<file path="src/rtl/fre_disp_pkg.sv">
// Shared constants and types for the eight-digit multiplexed 7-segment display scanner.
// Segment codes are active low in {dp,g,f,e,d,c,b,a} order with the decimal point off.
package fre_disp_pkg;

  localparam int NUM_DIGITS = 8;

  localparam logic [7:0] SEG_BLANK = 8'hFF;
  localparam logic [7:0] SEG_0     = 8'hC0;
  localparam logic [7:0] SEG_1     = 8'hF9;
  localparam logic [7:0] SEG_2     = 8'hA4;
  localparam logic [7:0] SEG_3     = 8'hB0;
  localparam logic [7:0] SEG_4     = 8'h99;
  localparam logic [7:0] SEG_5     = 8'h92;
  localparam logic [7:0] SEG_6     = 8'h82;
  localparam logic [7:0] SEG_7     = 8'hF8;
  localparam logic [7:0] SEG_8     = 8'h80;
  localparam logic [7:0] SEG_9     = 8'h90;

  // One frame's worth of display data, frozen at the frame boundary.
  typedef struct packed {
    logic                        over;
    logic [NUM_DIGITS-1:0][3:0]  digits;
  } snap_t;

  // Marks every zero digit above the most significant nonzero digit; digit 1 is never marked.
  function automatic logic [NUM_DIGITS-1:0] lead_zero_mask(
    input logic [NUM_DIGITS-1:0][3:0] d
  );
    logic [NUM_DIGITS-1:0] mask;
    logic                  all_zero_above;
    mask           = '0;
    all_zero_above = 1'b1;
    for (int k = NUM_DIGITS - 1; k >= 1; k--) begin
      all_zero_above = all_zero_above && (d[k] == 4'd0);
      mask[k]        = all_zero_above;
    end
    return mask;
  endfunction

endpackage

</file>
<file path="src/rtl/bcd_seg_dec.sv">
// Combinational BCD to active-low 7-segment decode; codes 10-15 blank, dp always off.
module bcd_seg_dec
  import fre_disp_pkg::*;
(
  input  logic [3:0] bcd,
  output logic [7:0] seg
);

  always_comb begin
    case (bcd)
      4'd0:    seg = SEG_0;
      4'd1:    seg = SEG_1;
      4'd2:    seg = SEG_2;
      4'd3:    seg = SEG_3;
      4'd4:    seg = SEG_4;
      4'd5:    seg = SEG_5;
      4'd6:    seg = SEG_6;
      4'd7:    seg = SEG_7;
      4'd8:    seg = SEG_8;
      4'd9:    seg = SEG_9;
      default: seg = SEG_BLANK;
    endcase
  end

endmodule

</file>
<file path="src/rtl/disp_scan.sv">
// Eight-digit time-multiplexed 7-segment scanner with per-frame snapshot and dead time.
// Optional build macro LEADING_ZERO_BLANK_EN blanks leading zero digits of each snapshot.
module disp_scan
  import fre_disp_pkg::*;
#(
  parameter int SCAN_DIV = 50000,
  parameter int DEAD_CYC = 2
) (
  input  logic       clk,
  input  logic       rst_n,
  input  logic [3:0] num_in1,
  input  logic [3:0] num_in2,
  input  logic [3:0] num_in3,
  input  logic [3:0] num_in4,
  input  logic [3:0] num_in5,
  input  logic [3:0] num_in6,
  input  logic [3:0] num_in7,
  input  logic [3:0] num_in8,
  input  logic       over_in,
  output logic [7:0] seg_out,
  output logic [7:0] an_out
);

  localparam int CW = $clog2(SCAN_DIV);

  logic [CW-1:0]         cnt_q, cnt_d;
  logic [2:0]            idx_q, idx_d;
  snap_t                 snap_q, snap_d, live;
  logic [NUM_DIGITS-1:0] blank_d;
  logic                  wrap, frame_end;
  logic [3:0]            digit;
  logic [7:0]            dec_seg, seg_d, an_d;

  bcd_seg_dec u_dec (
    .bcd (digit),
    .seg (dec_seg)
  );

  // Outputs are computed from next-state values so they register on the same edge
  // as the prescaler, index and snapshot they describe.
  // NOTE: every combinational output gets a default first so no path can infer a latch.
  always_comb begin
    wrap        = (cnt_q == CW'(SCAN_DIV - 1));
    frame_end   = wrap && (idx_q == 3'd7);
    live.over   = over_in;
    live.digits = {num_in8, num_in7, num_in6, num_in5,
                   num_in4, num_in3, num_in2, num_in1};
    cnt_d       = wrap ? '0 : cnt_q + CW'(1);
    idx_d       = wrap ? idx_q + 3'd1 : idx_q;
    snap_d      = frame_end ? live : snap_q;
    digit       = snap_d.digits[idx_d];
    seg_d       = blank_d[idx_d] ? SEG_BLANK : dec_seg;
    if (snap_d.over && (idx_d == 3'd7)) begin
      seg_d[7] = 1'b0;
    end
    an_d = (cnt_d < CW'(DEAD_CYC)) ? 8'hFF : ~(8'h01 << idx_d);
  end

`ifdef LEADING_ZERO_BLANK_EN
  logic [NUM_DIGITS-1:0] blank_q;

  // The mask is evaluated only when a new snapshot is taken and held with it.
  always_comb begin
    blank_d = frame_end ? lead_zero_mask(live.digits) : blank_q;
  end

  always_ff @(posedge clk) begin
    if (!rst_n) begin
      blank_q <= '0;
    end else begin
      blank_q <= blank_d;
    end
  end
`else
  always_comb begin
    blank_d = '0;
  end
`endif

  // NOTE: sequential state uses non-blocking assignments so every register samples
  // pre-edge values regardless of statement order.
  always_ff @(posedge clk) begin
    if (!rst_n) begin
      cnt_q   <= '0;
      idx_q   <= '0;
      snap_q  <= '0;
      an_out  <= 8'hFF;
      seg_out <= SEG_BLANK;
    end else begin
      cnt_q   <= cnt_d;
      idx_q   <= idx_d;
      snap_q  <= snap_d;
      an_out  <= an_d;
      seg_out <= seg_d;
    end
  end

endmodule
</file>
<file path="config.mk">
export PLATFORM = sky130hd
export DESIGN_NAME = disp_scan
export DESIGN_NICKNAME = d
export VERILOG_FILES = /design/src/rtl/fre_disp_pkg.sv /design/src/rtl/bcd_seg_dec.sv /design/src/rtl/disp_scan.sv
export SDC_FILE = /design/constraint.sdc
export NUM_CORES = 1
export LEC_CHECK = 0
export BUFFER_PORTS_ARGS = -buffer_cell sky130_fd_sc_hd__buf_2
export CORE_MARGIN = 2
export CORE_UTILIZATION = 45
export CTS_BUF_LIST = sky130_fd_sc_hd__clkbuf_4 sky130_fd_sc_hd__clkbuf_8 sky130_fd_sc_hd__clkbuf_16
export DETAILED_ROUTE_END_ITERATION = 8
export PLACE_DENSITY = 0.75
export SLEW_MARGIN = 20
export SYNTH_ARGS = -nofsm -noshare
export SYNTH_HDL_FRONTEND = slang
export SYNTH_SLANG_ARGS = --single-unit
</file>
<file path="constraint.sdc">
create_clock -name clk -period 5.7 [get_ports clk]
set_clock_uncertainty 0.15 [all_clocks]
set_input_delay 0.57 -clock clk [delete_from_list [all_inputs] [get_ports clk]]
set_output_delay 0.57 -clock clk [all_outputs]
set_load 0.05 [all_outputs]
</file>
==> results_dict.tcl, run 1 <==
set metrics [dict create \
    synth.area.top_cells "dfxtp_1 36%, nand4_1 6.2%, a21boi_0 5.8%" \
    wl_per_cell_microns 16.2 \
    min_period_ns 4.27 \
    power_switching_uw 226 \
    ir_worst_vdd_mv 0.101 \
    synth_top_area_share_pct 36.2 \
    synth_cell_types 59 \
    h-tree-depth 3 \
    routed_wl_microns 8790 \
    clock_latency_ns 0.34 \
    cts_resized 0 \
    cp-end-kind "flop" \
    tightestPinTransition_ns 0.947 \
    cts_sinks 68 \
    setup-violations-final 0 \
    overflow 0 \
    syn_area_sq_um 3760 \
    dp_hpwl_microns 5970 \
    io_buffers 50 \
    cp.required_ns 5.75 \
    drtAntennaViolNets 0 \
    cp.arrival_ns 4.32 \
    grt_max_degree 57 \
    die_h_microns 95.4 \
    grt_util_all_layers_pct 20.3 \
    critPathMaxFanout 30 \
    via_per_inst 5.96 \
    reg2reg_setup_slack_ns 1.43 \
    post-route-util_pct 51.2 \
    synth_edf_count 0 \
    post-route-period-util_pct 75.0 \
    dr_total_vias 3232 \
    cts_setup_buffers 0 \
    seqPwrFrac_pct 51.5 \
    cts_root_buf "clkbuf_8" \
    postSynth.asyncResetShare_pct 0 \
    syn_avg_cell_area_sq_um 9.37 \
    power.share.switching_pct 24.1 \
    cts_tree "yes" \
    p_leak_nw 1.57 \
    numCtsBuffers 9 \
    ys_ff_latch 68 \
    hold_path.class "reg2reg" \
    die_width_microns 95.4 \
    setup_slack_ns 1.43 \
    maxCapViolCount 0 \
    first_iter_violations 296 \
    area_growth_syn_to_layout_pct 10.8 \
    critical_path_class "reg2reg" \
    dieArea_sq_um 9100 \
    netlist_instances 401 \
    slew_headroom_pct 36.7 \
    drcViolationCount 0 \
    comb_power_share_pct 5.3 \
    grt_pass1_vias 2950 \
    ys_seq_area_share_pct 36.2 \
    final_cells 542 \
    final_common_cell "dfxtp_1" \
    start_util_pct 46.2 \
    status "finished clean" \
    grt_pass1_wl_microns 14500 \
    layout_common_cells "68 x dfxtp_1, 50 x buf_2, 37 x nand4_1" \
    hold_viol 0 \
    dr.pass1.iters 5 \
    clockPowerShare_pct 43.2 \
    yosysTopAreaCell "dfxtp_1" \
    synth_ff_type "dfxtp_1" \
    cts.path.max_buffers 2 \
    fp.coreArea_sq_um 8130 \
    cp-start-kind "flop" \
    ios 51 \
    layout-drive-gt1-share_pct 23.8 \
    ctsHoldBuffers 0 \
    place_congestion 0.827 \
    antennaDiodeCount 0 \
    ys_warn_count 0 \
    fmax_mhz 234 \
    antenna_found_initial 0 \
    clk_pin_slew_ns 0.08 \
    place_ws_ns 1.48 \
    intPower_uw 712 \
    dp_cells 526 \
    drv_slew 0 \
    rsz0062_at_grt "false" \
    synth_nets 444 \
    power_density_nw_per_um2 225 \
    placementRows 33 \
    fin_nets 475 \
    tns_ns 0 \
]
## worst max-delay path, stage by stage (launching register included)
cell       delay, ns
dfxtp_1         0.55
ha_1            0.21
ha_1            0.14
buf_4           0.29
nand3b_1        0.69
o21ai_0         0.52
a22oi_1         0.17
a2111oi_4       0.36
mux2i_2         0.21
inv_1           0.15
ha_1            0.15
inv_1           0.06
nand2_1         0.05
o22ai_1         0.08
a211oi_1        0.23
o21ai_1         0.09
## synth_stat cells (4+ instances only)
master	number
dfxtp_1	68
nand4_1	37
a21boi_0	29
o21ai_0	29
a22oi_1	27
nor2_1	25
clkbuf_1	18
nand2_1	16
xnor2_1	10
and2_1	9
ha_1	8
o21ai_1	8
a21oi_1	7
and3_1	6
mux2_4	6
nand3_1	6
nor2b_1	6
xor2_1	6
buf_2	5
buf_6	5
inv_1	5
nor4_1	5
a2111oi_4	4
mux2i_1	4
nor3_1	4
## metrics by stage
step / total power [mW] / instance area, sq um / hold WS (ns)
after CTS: 0.943 / 4160 / 0.357
after global routing: 0.968 / 4160 / 0.391
final: 0.938 / 4160 / 0.347
after detailed placement: 0.544 / 3960 / 0.342
after global placement: 0.543 / 3960 / 0.320
after floorplan: 0.525 / 3760 / 0.299
## state kept, by name, indices dropped and copies added (netlist names)
signal / flops
snap_q: 33
idx_q: 3
seg_out: 8
cnt_q: 16
an_out: 8
## worst paths after layout
path	startpoint	endpoint	cells past startpoint
setup / recovery	idx_q[0]$_SDFF_PN0_	seg_out[4]$_SDFF_PN1_	15
hold / removal	cnt_q[0]$_SDFF_PP0_	cnt_q[0]$_SDFF_PP0_	1
setup reg to reg	idx_q[0]$_SDFF_PN0_	seg_out[4]$_SDFF_PN1_	15
hold reg to reg	cnt_q[0]$_SDFF_PP0_	cnt_q[0]$_SDFF_PP0_	1
## final cells by class
class                   instances  area [sq um]
inverters                       5          18.8
clock buffers                  10           138
well taps                     105           131
multi-input cells             296          2180
flip-flops and latches         68          1360
repair buffers                 52           265
fillers                       746          3970
clock inverters                 6          63.8
## power groups by stage
stage | Combinational, mW | Clock [mW] | Sequential, mW
2_1_floorplan | 0.0204 | 0 | 0.505
3_3_place_gp | 0.0489 | 0 | 0.494
3_5_place_dp | 0.0492 | 0 | 0.494
4_1_cts | 0.0493 | 0.411 | 0.483
5_1_grt | 0.0539 | 0.431 | 0.484
6_report | 0.0497 | 0.405 | 0.483
## cell families after synthesis
logic type	synth area share (%)
compound gates	23.6
flops	36.2
xor+xnor	3.73
buf+inv	5.66
fa+ha+maj	2.66
simple gates	22.6
mux	5.46
## metal layers
layer  GRT usage, %  part of all wire [%]  wire (microns)
met5              0                     0               0
met3           3.95                   5.7             505
met2           29.2                    44            3860
met1           29.6                    49            4280
met4           8.69                   1.6             142
(Power assumes the default switching activity.)
==> run 2, diff against run 1 <==
Settings changed: PLACE_DENSITY 0.75 to 0.77.
Clock period 5.7 ns to 3.81 ns, I/O delays scaled along.
==> run 2 against run 1 <==
Effect of this change:
- count of clock-buffer cells in the layout is 3 higher
- register-to-register slack worse by 1.2 ns
- fmax is 21% higher
- clock power is 34% higher
- power is 43% higher
- global-route usage is 0.29 points higher
- highest routed layer unchanged
- largest cell class unchanged
- critical endpoint unchanged
- non-clock buffer count is 13 higher
- setup slack worse by 1.2 ns
==> results_dict.tcl, run 2 (synthesis results as in run 1) <==
set metrics [dict create \
    power_density_nw_per_um2 315 \
    drv_slew 0 \
    seqPwrFrac_pct 53.8 \
    hold_path.class "in2reg" \
    cts_tree "yes" \
    io_buffers 50 \
    grt_util_all_layers_pct 20.6 \
    cp.arrival_ns 3.57 \
    ctsHoldBuffers 0 \
    first_iter_violations 275 \
    grt_pass1_vias 2919 \
    cp-end-kind "flop" \
    detailed_place.area_sq_um 4060 \
    tightestPinTransition_ns 0.844 \
    layout_common_cells "68 x dfxtp_1, 50 x buf_2, 37 x nand4_1" \
    numCtsBuffers 9 \
    routed_wl_microns 8980 \
    maxCapViolCount 0 \
    power_switching_uw 314 \
    fin_nets 488 \
    cts_root_buf "clkbuf_8" \
    p_leak_nw 1.62 \
    nFillCells 733 \
    multi_input_area_sq_um 2210 \
    placementRows 33 \
    slew_headroom_pct 43.7 \
    antennaDiodeCount 0 \
    area_growth_syn_to_layout_pct 13.4 \
    clock_latency_ns 0.35 \
    start_util_pct 46.2 \
    cts_sinks 68 \
    wl_per_cell_microns 16.2 \
    comb_power_share_pct 5.8 \
    cp-start-kind "flop" \
    die_width_microns 95.4 \
    cp.required_ns 3.85 \
    dr.pass1.iters 5 \
    grt_max_degree 57 \
    post-route-period-util_pct 92.7 \
    drcViolationCount 0 \
    place_congestion 0.921 \
    min_period_ns 3.53 \
    ir_worst_vdd_mv 0.188 \
    setup_slack_ns 0.276 \
    grt_pass1_wl_microns 14600 \
    dieArea_sq_um 9100 \
    critPathMaxFanout 17 \
    crit_buf_inv 2 \
    timing.hold.ws_ns 0.191 \
    ios 51 \
    dp_hpwl_microns 6370 \
    regArea_sq_um 1360 \
    power.share.switching_pct 23.4 \
    critical-path-max-stage-delay_ns 0.40 \
    overflow 0 \
    fmax_mhz 283 \
    crit_chain "ha_2 -> and3_2 -> and4_4 -> and3_4 -> mux2_4 -> a2111oi_4 -> mux2i_2 -> inv_1 -> ha_1 -> inv_1 -> nand2_1 -> o22ai_1 -> a211oi_1 -> o21ai_1" \
    final_common_cell "dfxtp_1" \
    final_cells 554 \
    top_register "snap_q" \
    clockPowerShare_pct 40.4 \
    hold_viol 0 \
    final_area_sq_um 4260 \
    fp.coreArea_sq_um 8130 \
    dp_cells 539 \
    intPower_mw 1.03 \
    drtAntennaViolNets 0 \
    largest_reg_flops 33 \
    h-tree-depth 3 \
    via_per_inst 5.91 \
    cts.path.max_buffers 2 \
    clk_pin_slew_ns 0.07 \
    status "finished clean" \
    setup-violations-final 0 \
    place_ws_ns 0.163 \
    antenna_found_initial 0 \
    cp_slowest_cell "dfxtp_1" \
    cts_setup_buffers 0 \
    critical_path_class "reg2reg" \
    die_h_microns 95.4 \
    top_regs "snap_q (33), cnt_q (16)" \
    dr_total_vias 3276 \
    crit_top_cell "inv_1" \
    cpLargestDelayFamily "simple AND/OR/NAND/NOR gates" \
    layout-drive-gt1-share_pct 26.9 \
]
[run 2: timing repair]
action,CTS,global route
resized for setup,0,8
endpoints found under the hold margin,0,0
setup endpoints to repair,0,4
[run 2: final timing paths]
path | startpoint | endpoint | slack [ns] | cells past startpoint
worst min-delay path | num_in4[2] | snap_q[14]$_SDFF_PN0_ | 0.19 | 3
worst max register to register | cnt_q[0]$_SDFF_PP0_ | seg_out[4]$_SDFF_PN1_ | 0.28 | 14
worst min register to register | cnt_q[0]$_SDFF_PP0_ | cnt_q[0]$_SDFF_PP0_ | 0.34 | 1
worst max-delay path | cnt_q[0]$_SDFF_PP0_ | seg_out[4]$_SDFF_PN1_ | 0.28 | 14
[run 2: cell type report]
type | instances | share of cell area (%)
Clock buffer | 13 | 3.91
Clock inverter | 2 | 0.235
Inverter | 5 | 0.441
Multi-Input combinational cell | 296 | 51.9
Sequential cell | 68 | 32.0
Tap cell | 105 | 3.08
Timing Repair Buffer | 65 | 8.52
[run 2: power groups by stage]
stage,combinational (mW),clock [mW],sequential (mW)
floorplan,0.0305,0,0.755
global placement,0.0761,0,0.738
detailed placement,0.0772,0,0.738
CTS,0.0775,0.549,0.722
global route,0.0836,0.583,0.722
finish,0.0779,0.542,0.722
[run 2: routing by layer]
| layer | global-route usage (%) | share of wire (%) | vias up |
|---|---|---|---|
| met5 | 0 | 0 | - |
| met4 | 7.62 | 1.6 | 0 |
| met3 | 5.06 | 7.0 | 13 |
| met2 | 30.2 | 44 | 116 |
| met1 | 29.4 | 47 | 1550 |
| li1 | - | - | 1597 |
[run 2: metrics by stage]
stage               total power [mW]  setup TNS, ns  utilization [%]
floorplan                      0.786              0                -
global placement               0.814              0             49.9
detailed placement             0.815              0             49.9
CTS                             1.35              0             52.1
global route                    1.39       -0.00359             52.4
finish                          1.34              0             52.4
[run 2: worst reg2reg max path: stages (launching register included)]
cell and delay, ns:
dfxtp_1 0.40, ha_2 0.26, and3_2 0.27, and4_4 0.39, and3_4 0.30, mux2_4 0.33, a2111oi_4 0.35, mux2i_2 0.12
inv_1 0.12, ha_1 0.15, inv_1 0.06, nand2_1 0.06, o22ai_1 0.08, a211oi_1 0.23, o21ai_1 0.10
